`config.mk`:
```
export PLATFORM = sky130hd
export DESIGN_NAME = counter_sched
export DESIGN_NICKNAME = d
export VERILOG_FILES = /design/src/rtl/counter_sched_pkg.sv /design/src/rtl/counter_sched_rr_arbiter.sv /design/src/rtl/counter_sched.sv
export SDC_FILE = /design/constraint.sdc
export NUM_CORES = 1
export LEC_CHECK = 0
export BUFFER_PORTS_ARGS = -buffer_cell sky130_fd_sc_hd__buf_4
export CAP_MARGIN = 20
export CELL_PAD_IN_SITES_DETAIL_PLACEMENT = 1
export CELL_PAD_IN_SITES_GLOBAL_PLACEMENT = 2
export CORE_AREA = 10 10 121 145
export CTS_CLUSTER_SIZE = 24
export DETAILED_ROUTE_END_ITERATION = 10
export DIE_AREA = 0 0 131 155
export PLACE_DENSITY_LB_ADDON = 0.1
export SETUP_SLACK_MARGIN = 0.4
export SYNTH_ARGS = -nofsm -noshare
export SYNTH_HDL_FRONTEND = slang
export SYNTH_SLANG_ARGS = --single-unit
```
`constraint.sdc`:
```
create_clock -name clk -period 5.82 [get_ports clk]
set_input_delay 0.582 -clock clk [delete_from_list [all_inputs] [get_ports clk]]
set_output_delay 0.582 -clock clk [all_outputs]
set_load 0.005 [all_outputs]
```
`src/rtl/counter_sched_pkg.sv`:
```
// Shared definitions for the counter_sched timer scheduler: state encodings
// and default sizing constants.
package counter_sched_pkg;

  localparam int NUM_REQ_DEF = 4;
  localparam int WIDTH_DEF   = 32;

  typedef enum logic {
    IDLE = 1'b0,
    RUN  = 1'b1
  } state_e;

endpackage

```
`src/rtl/counter_sched_rr_arbiter.sv`:
```
// Combinational one-hot winner pick: round-robin from ptr by default, or a
// lowest-index-wins encoder when COUNTER_SCHED_FIXED_PRIO_EN is defined.
module counter_sched_rr_arbiter
  import counter_sched_pkg::*;
#(
  parameter int NUM_REQ = NUM_REQ_DEF,
  parameter int PW      = 2
) (
  input  logic [NUM_REQ-1:0] req,
  input  logic [PW-1:0]      ptr,
  output logic [NUM_REQ-1:0] gnt
);

  logic found;

`ifdef COUNTER_SCHED_FIXED_PRIO_EN
  logic unused_ptr;
  assign unused_ptr = ^ptr;

  always_comb begin
    gnt   = '0;
    found = 1'b0;
    for (int i = 0; i < NUM_REQ; i++) begin
      if (!found && req[i]) begin
        gnt[i] = 1'b1;
        found  = 1'b1;
      end
    end
  end
`else
  // One extra bit lets ptr+i reach 2*NUM_REQ-2 before the modulo fold.
  localparam int IW = PW + 1;

  logic [IW-1:0] idx;

  always_comb begin
    gnt   = '0;
    found = 1'b0;
    idx   = '0;
    for (int i = 0; i < NUM_REQ; i++) begin
      idx = IW'(ptr) + IW'(i);
      if (idx >= IW'(NUM_REQ)) begin
        idx = idx - IW'(NUM_REQ);
      end
      if (!found && req[idx[PW-1:0]]) begin
        gnt[idx[PW-1:0]] = 1'b1;
        found            = 1'b1;
      end
    end
  end
`endif

endmodule

```
`src/rtl/counter_sched.sv`:
```
// Shared down-counting timer arbitrated among NUM_REQ requesters.
// Define COUNTER_SCHED_FIXED_PRIO_EN for fixed-priority instead of round-robin.
module counter_sched
  import counter_sched_pkg::*;
#(
  parameter int NUM_REQ = NUM_REQ_DEF,
  parameter int WIDTH   = WIDTH_DEF
) (
  input  logic                     clk,
  input  logic                     resetn,
  input  logic [NUM_REQ-1:0]       req,
  input  logic [NUM_REQ*WIDTH-1:0] load_val,
  output logic [NUM_REQ-1:0]       gnt,
  output logic [NUM_REQ-1:0]       done,
  output logic                     busy,
  output logic [WIDTH-1:0]         count
);

  localparam int PW = (NUM_REQ > 1) ? $clog2(NUM_REQ) : 1;

  state_e             state_q, state_d;
  logic [NUM_REQ-1:0] gnt_q, gnt_d;
  logic [NUM_REQ-1:0] done_q, done_d;
  logic [WIDTH-1:0]   count_q, count_d;
  logic [NUM_REQ-1:0] arb_gnt;
  logic [PW-1:0]      arb_ptr;
  logic               active;

`ifdef COUNTER_SCHED_FIXED_PRIO_EN
  assign arb_ptr = '0;
`else
  logic [PW-1:0] ptr_q, ptr_d;
  assign arb_ptr = ptr_q;
`endif

  counter_sched_rr_arbiter #(
    .NUM_REQ (NUM_REQ),
    .PW      (PW)
  ) u_arb (
    .req (req),
    .ptr (arb_ptr),
    .gnt (arb_gnt)
  );

  assign active = |(req & gnt_q);

  always_comb begin
    state_d = state_q;
    gnt_d   = gnt_q;
    done_d  = '0;
    count_d = count_q;
`ifndef COUNTER_SCHED_FIXED_PRIO_EN
    ptr_d   = ptr_q;
`endif
    case (state_q)
      IDLE: begin
        if (|req) begin
          state_d = RUN;
          gnt_d   = arb_gnt;
          for (int i = 0; i < NUM_REQ; i++) begin
            if (arb_gnt[i]) begin
              count_d = load_val[i*WIDTH +: WIDTH];
            end
          end
        end
      end
      RUN: begin
        // A dropped request wins over completion; both end the run without wrap.
        if (!active || (count_q == '0)) begin
          state_d = IDLE;
          gnt_d   = '0;
          count_d = '0;
          if (active) begin
            done_d = gnt_q;
          end
`ifndef COUNTER_SCHED_FIXED_PRIO_EN
          for (int i = 0; i < NUM_REQ; i++) begin
            if (gnt_q[i]) begin
              ptr_d = (i == NUM_REQ - 1) ? '0 : PW'(i + 1);
            end
          end
`endif
        end else begin
          count_d = count_q - WIDTH'(1);
        end
      end
      default: state_d = IDLE;
    endcase
  end

  always_ff @(posedge clk) begin
    if (!resetn) begin
      state_q <= IDLE;
      gnt_q   <= '0;
      done_q  <= '0;
      count_q <= '0;
`ifndef COUNTER_SCHED_FIXED_PRIO_EN
      ptr_q   <= '0;
`endif
    end else begin
      state_q <= state_d;
      gnt_q   <= gnt_d;
      done_q  <= done_d;
      count_q <= count_d;
`ifndef COUNTER_SCHED_FIXED_PRIO_EN
      ptr_q   <= ptr_d;
`endif
    end
  end

  assign gnt   = gnt_q;
  assign done  = done_q;
  assign busy  = (state_q == RUN);
  assign count = count_q;

endmodule

```
Word-level counts from Yosys, hierarchy flattened

Cells that the tools add are included.

Register bits: 43
Word-level logic and storage cells: 97

Bitwise operators: 5
Add/sub/neg operators: 8
Equality and inequality tests: 3
Mux-type cells: 44
$lt $le $gt $ge: 12
Reduce and logical (&&, ||, !) cells: 20

Operators by type and width:

| cell                    | count |
|---|---|
| $mux W32                | 6 |
| $pmux W32 S2            | 1 |
| $logic_not A32 Y1       | 1 |
| $sub A32 B1 Y32 const B | 1 |
| $mux W4                 | 6 |
| $mux W2                 | 8 |
| $mux W1                 | 13 |
| $lt A2 B3 Y1 const B    | 4 |
| $or A4 B4 Y4            | 3 |
| $ge A3 B3 Y1 const B    | 3 |
| $bmux W1 S2             | 4 |
| $demux W1 S2            | 4 |
| $ge A2 B1 Y1 const B    | 4 |
| $pmux W4 S2             | 1 |
| $reduce_or A4 Y1        | 2 |
| $sub A2 B1 Y2 const B   | 4 |
| $logic_and A1 B1 Y1     | 7 |
| $add A2 B2 Y3 const B   | 2 |
| $ne A5 B5 Y1 const B    | 1 |
| $and A4 B4 Y4           | 1 |
| $logic_not A1 Y1        | 4 |
| $reduce_and A2 Y1       | 2 |
| $reduce_and A4 Y1       | 1 |
| $reduce_bool A4 Y1      | 1 |
| 8 further kinds         | 8 |

Longest topological paths before layout

Word-level depth: 20
Mapped depth: 13
Mapped depth without buffers: 9

By module

Synthesis repeated with hierarchy kept, for this count alone.

Cells, all modules: 515
Area total of the unflattened synthesis: 3951.3 um2

Modules (own cells, without submodules):

| module                   | cells each | instances | area each (um2) | seq. area each (um2) |
|---|---|---|---|---|
| counter_sched            | 485        | 1         | 3648.5          | 860.8 |
| counter_sched_rr_arbiter | 30         | 1         | 302.8           | 0.0 |

Worst setup path before layout

No wires, ideal clock.

Path type: flip-flop to flip-flop
From: register ptr_q[0], in the netlist arb_ptr[0]
To: register count_q[26], in the netlist count[26]
Stages on the path, launching flop included: 12
Arrival: 3112 ps
Setup time: 79 ps
Required time: 5741 ps
Path slack: 2629 ps
Path through: dfxtp_1 -> buf_2 -> inv_1 -> ha_1 -> mux2_2 -> and3_1 -> o311ai_2 -> nand2_1 -> or3_1 -> clkbuf_1 -> a211o_1 -> o211ai_1

Cells in the longest elaborated chain, start to end: 19
Elaborated cells between the ends (all ways): 66
Classes of those cells: add/sub (7); order compare (12); eq/ne (1); mux (32); bitwise (3); reduce/logical (11)

Ends and longest elaborated chain:

| what                                                                   | RTL line                       | RTL |
|---|---|---|
| from (decl)                                                            | counter_sched.sv:32            | `logic [PW-1:0] ptr_q, ptr_d;` |
| from (signal assigned)                                                 | counter_sched.sv:106           | `ptr_q <= ptr_d;` |
| parallel branches: the longest is 13 deep, another holds $add A2 B1 Y3 | --                             |  |
| $mux W4 *                                                              | counter_sched_rr_arbiter.sv:45 | `if (!found && req[idx[PW-1:0]]) begin` |
| $mux W32 (3 in a row)                                                  | counter_sched.sv:61            | `if (arb_gnt[i]) begin` |
| $mux W32                                                               | counter_sched.sv:57            | `if (\|req) begin` |
| $pmux W32 S2                                                           | counter_sched.sv:55            | `case (state_q)` |
| to (signal assigned)                                                   | counter_sched.sv:104           | `count_q <= count_d;` |
| to (decl)                                                              | counter_sched.sv:24            | `logic [WIDTH-1:0] count_q, count_d;` |

Every way passes the cells marked *. The select of a mux whose other input is x is not followed.
A chain may end at the register's enable or synchronous reset.

Worst setup path in the final report

From: register ptr_q[0], in the netlist arb_ptr[0]
To: register count_q[17], in the netlist count[17]

The elaborated chain is that of the path after synthesis.

==> flow_metrics.py <==
metrics = {
    "outcome": {
        "status": "finished, final reports clean",
    },
    "synth": {
        "avgSynthCellArea_um2": 7.57,
        "syn-cell-area_um2": 3870,
        "yosysTopAreaCell": "dfxtp_1",
        "ys_warn_count": 0,
        "synth_seq_cells": 43,
        "synthCells": 511,
        "netlist.area_leader.share_pct": 22.2,
        "seq_area_frac_synth_pct": 22.2,
        "syn-num-nets": 652,
        "ys_types": 65,
        "synth-edff-count": 0,
        "synth_area_leaders": "dfxtp_1 (22%), mux2i_1 (5.4%), nor2_1 (4.9%)",
        "synthArstFlopShare_pct": 0,
        "ys.flop_type": "dfxtp_1",
    },
    "global_route": {
        "antenna_found_initial": 0,
        "grt_max_degree": 34,
        "gr-usage-all-layers_pct": 18.0,
        "first_global_vias": 5104,
        "grt_overflow": 0,
        "grt_pass1_wl_um": 28900,
    },
    "final_layout": {
        "fillers": 1813,
        "drive_gt1_share_pct": 31.8,
        "final_cell_mix": "buf_4 (179), nor2_1 (51), nand2_1 (47)",
        "diodes": 0,
        "area_growth_pct": 41.2,
        "mostFrequentLayoutCell": "buf_4",
        "post-route-util_pct": 37.0,
        "nNetsFinal": 800,
        "final_cells": 864,
        "stdcell_area_um2": 5460,
    },
    "critical_path": {
        "cp_cell_sequence": "inv_1, ha_1, mux2_2, and3_1, o311ai_2, nand2_1, nor2b_1, buf_4, nor2_1, a32o_1",
        "cpPeakStageDelay_ns": 0.67,
        "critical_path_class": "flop to flop",
        "path_depth": 10,
        "worstPathArrival_ns": 4.58,
        "cp.buffers_inverters": 2,
        "crit_family": "simple AND/OR/NAND/NOR gates",
        "cpMaxStageDelayCell": "dfxtp_1",
        "setup.worst_path.start_class": "flop",
        "worstPathRequired_ns": 6.00,
        "r2r_cells": 10,
        "worstSetupEndpointType": "flop",
        "cp_max_fo": 18,
        "r2r_slack_ns": 1.42,
    },
    "clock_network": {
        "numCtsBuffers": 5,
        "post_cts_buffers": 0,
        "holdBufCountCts": 0,
        "cts_max_level": 2,
        "clk_latency_ns": 0.29,
        "post_cts_resized": 0,
        "cts.sinks": 43,
        "cts.root.buffer_cell": "clkbuf_16",
        "cts.clk_slew.worst_paths_ns": 0.06,
        "cts_tree": "done",
        "cts_buffer_depth": 2,
    },
    "job": {
        "cap_violations": 0,
    },
    "sta": {
        "slew_violations": 0,
        "skew_ns": 0.00676,
        "fmax_mhz": 227,
        "finalCriticalPeriod_ns": 4.40,
        "fin_crit_sh_pct": 75.7,
        "relSlewSlack_pct": 25.2,
        "setup_violations": 0,
        "grt_setup_unrepaired": "false",
        "hold_viol": 0,
        "tns_ns": 0,
        "tightest_slew_ns": 1.12,
    },
    "pwr": {
        "p_per_area_nw_per_um2": 483,
        "power_mw": 2.64,
        "ir_drop_mv": 0.201,
        "total_leakage_power_nw": 2.34,
    },
    "drt": {
        "routed_wl_um": 19100,
        "wire_per_inst_um": 22.1,
        "final_antenna_net_count": 0,
        "drt_iter0_markers": 229,
        "via_count": 4710,
        "drc": 0,
        "drt-vias-per-instance": 5.45,
        "firstDrtPassIters": 4,
    },
    "place": {
        "dp.final_hpwl_um": 15200,
        "gp_congestion": 0.850,
        "dpl-instance-area_um2": 5290,
        "dp.cells": 854,
        "placement.io_buffers": 174,
    },
    "worst_hold_path": {
        "hold_class": "flop to flop",
        "min_path_cells": 2,
    },
    "floorplan": {
        "fp.dieH_um": 155,
        "initial_core_util_pct": 26.2,
        "die_area_um2": 20300,
        "die_w_um": 131,
        "coreArea_um2": 14800,
        "io_pins": 175,
        "rows": 49,
    },
}
[per-stage QoR]
stage / setup slack [ns] / hold slack, ns
floorplan: 2.63 / 0.501
global placement: 1.65 / 0.547
detailed placement: 1.36 / 0.548
CTS: 1.39 / 0.557
global route: 1.02 / 0.587
finish: 1.42 / 0.561
[layout make-up]
type	instances	area, um^2	share of cell area, %
clock buffer	8	156	2.86
inverter	8	30.0	0.550
multi-input combinational	420	2800	51.2
sequential	43	861	15.8
timing repair buffer	181	1360	25.0
tap	204	255	4.67
[synthesized netlist by cell type, types with 3 or more instances]
| cell | n |
|---|---|
| mux2i_1 | 21 |
| mux4_2 | 4 |
| nor3_1 | 31 |
| clkbuf_1 | 22 |
| buf_6 | 3 |
| a31oi_1 | 9 |
| a22oi_1 | 11 |
| o2111ai_1 | 4 |
| nand3b_1 | 4 |
| buf_2 | 13 |
| o31a_1 | 3 |
| nand3_1 | 7 |
| o22ai_1 | 14 |
| and2_1 | 8 |
| o41a_1 | 3 |
| nor4_1 | 6 |
| nand2_1 | 47 |
| a211o_1 | 15 |
| nor2_1 | 51 |
| nor2b_1 | 5 |
| and3_1 | 8 |
| o21ai_0 | 22 |
| ha_1 | 7 |
| inv_1 | 8 |
| a21boi_0 | 6 |
| o41ai_1 | 3 |
| a211oi_1 | 5 |
| xor2_1 | 4 |
| o211ai_1 | 6 |
| or4_4 | 3 |
| a32o_1 | 12 |
| o21a_1 | 4 |
| o21ai_1 | 6 |
| a22o_1 | 4 |
| nand2b_1 | 6 |
| o31ai_1 | 7 |
| a21oi_1 | 38 |
| or3_1 | 5 |
| dfxtp_1 | 43 |
[worst register-to-register path, stage by stage (launching register included)]
cell	delay [ns]
dfxtp_1	0.67
inv_1	0.24
ha_1	0.42
mux2_2	0.39
and3_1	0.19
o311ai_2	0.49
nand2_1	0.57
nor2b_1	0.63
buf_4	0.30
nor2_1	0.15
a32o_1	0.25
[final timing paths]
check | startpoint | endpoint
worst max-delay path | arb_ptr[0] | count[17]
worst min-delay path | gnt[0] | done[0]
worst max register to register | arb_ptr[0] | count[17]
worst min register to register | gnt[0] | done[0]
[cell families after synthesis]
family	share of synthesized area, %
mux	8.34
xor+xnor	1.13
compound gates	36.4
simple gates	23.8
buf+inv	5.85
fa+ha+maj	2.26
flops	22.2
[per-layer routing]
layer / GRT usage [%] / vias to the layer above / wire length [um]
met4: 2.71 / 0 / 178
met1: 19.1 / 2343 / 7270
met2: 35.8 / 99 / 10900
met5: 0 / - / 0
li1: - / 2260 / -
met3: 3.09 / 8 / 753
[power breakdown]
part / leakage [nW] / internal, mW / switching (mW)
Combinational: 1.91 / 0.716 / 1.01
Clock: 0.0772 / 0.183 / 0.123
Sequential: 0.354 / 0.409 / 0.200
Total: 2.34 / 1.31 / 1.33
[flip-flops by register name, indices dropped and copies added (netlist names)]
signal / cells
arb_ptr: 2
done: 4
busy: 1
count: 32
gnt: 4
Note: power is estimated with default switching activity, not from simulation.
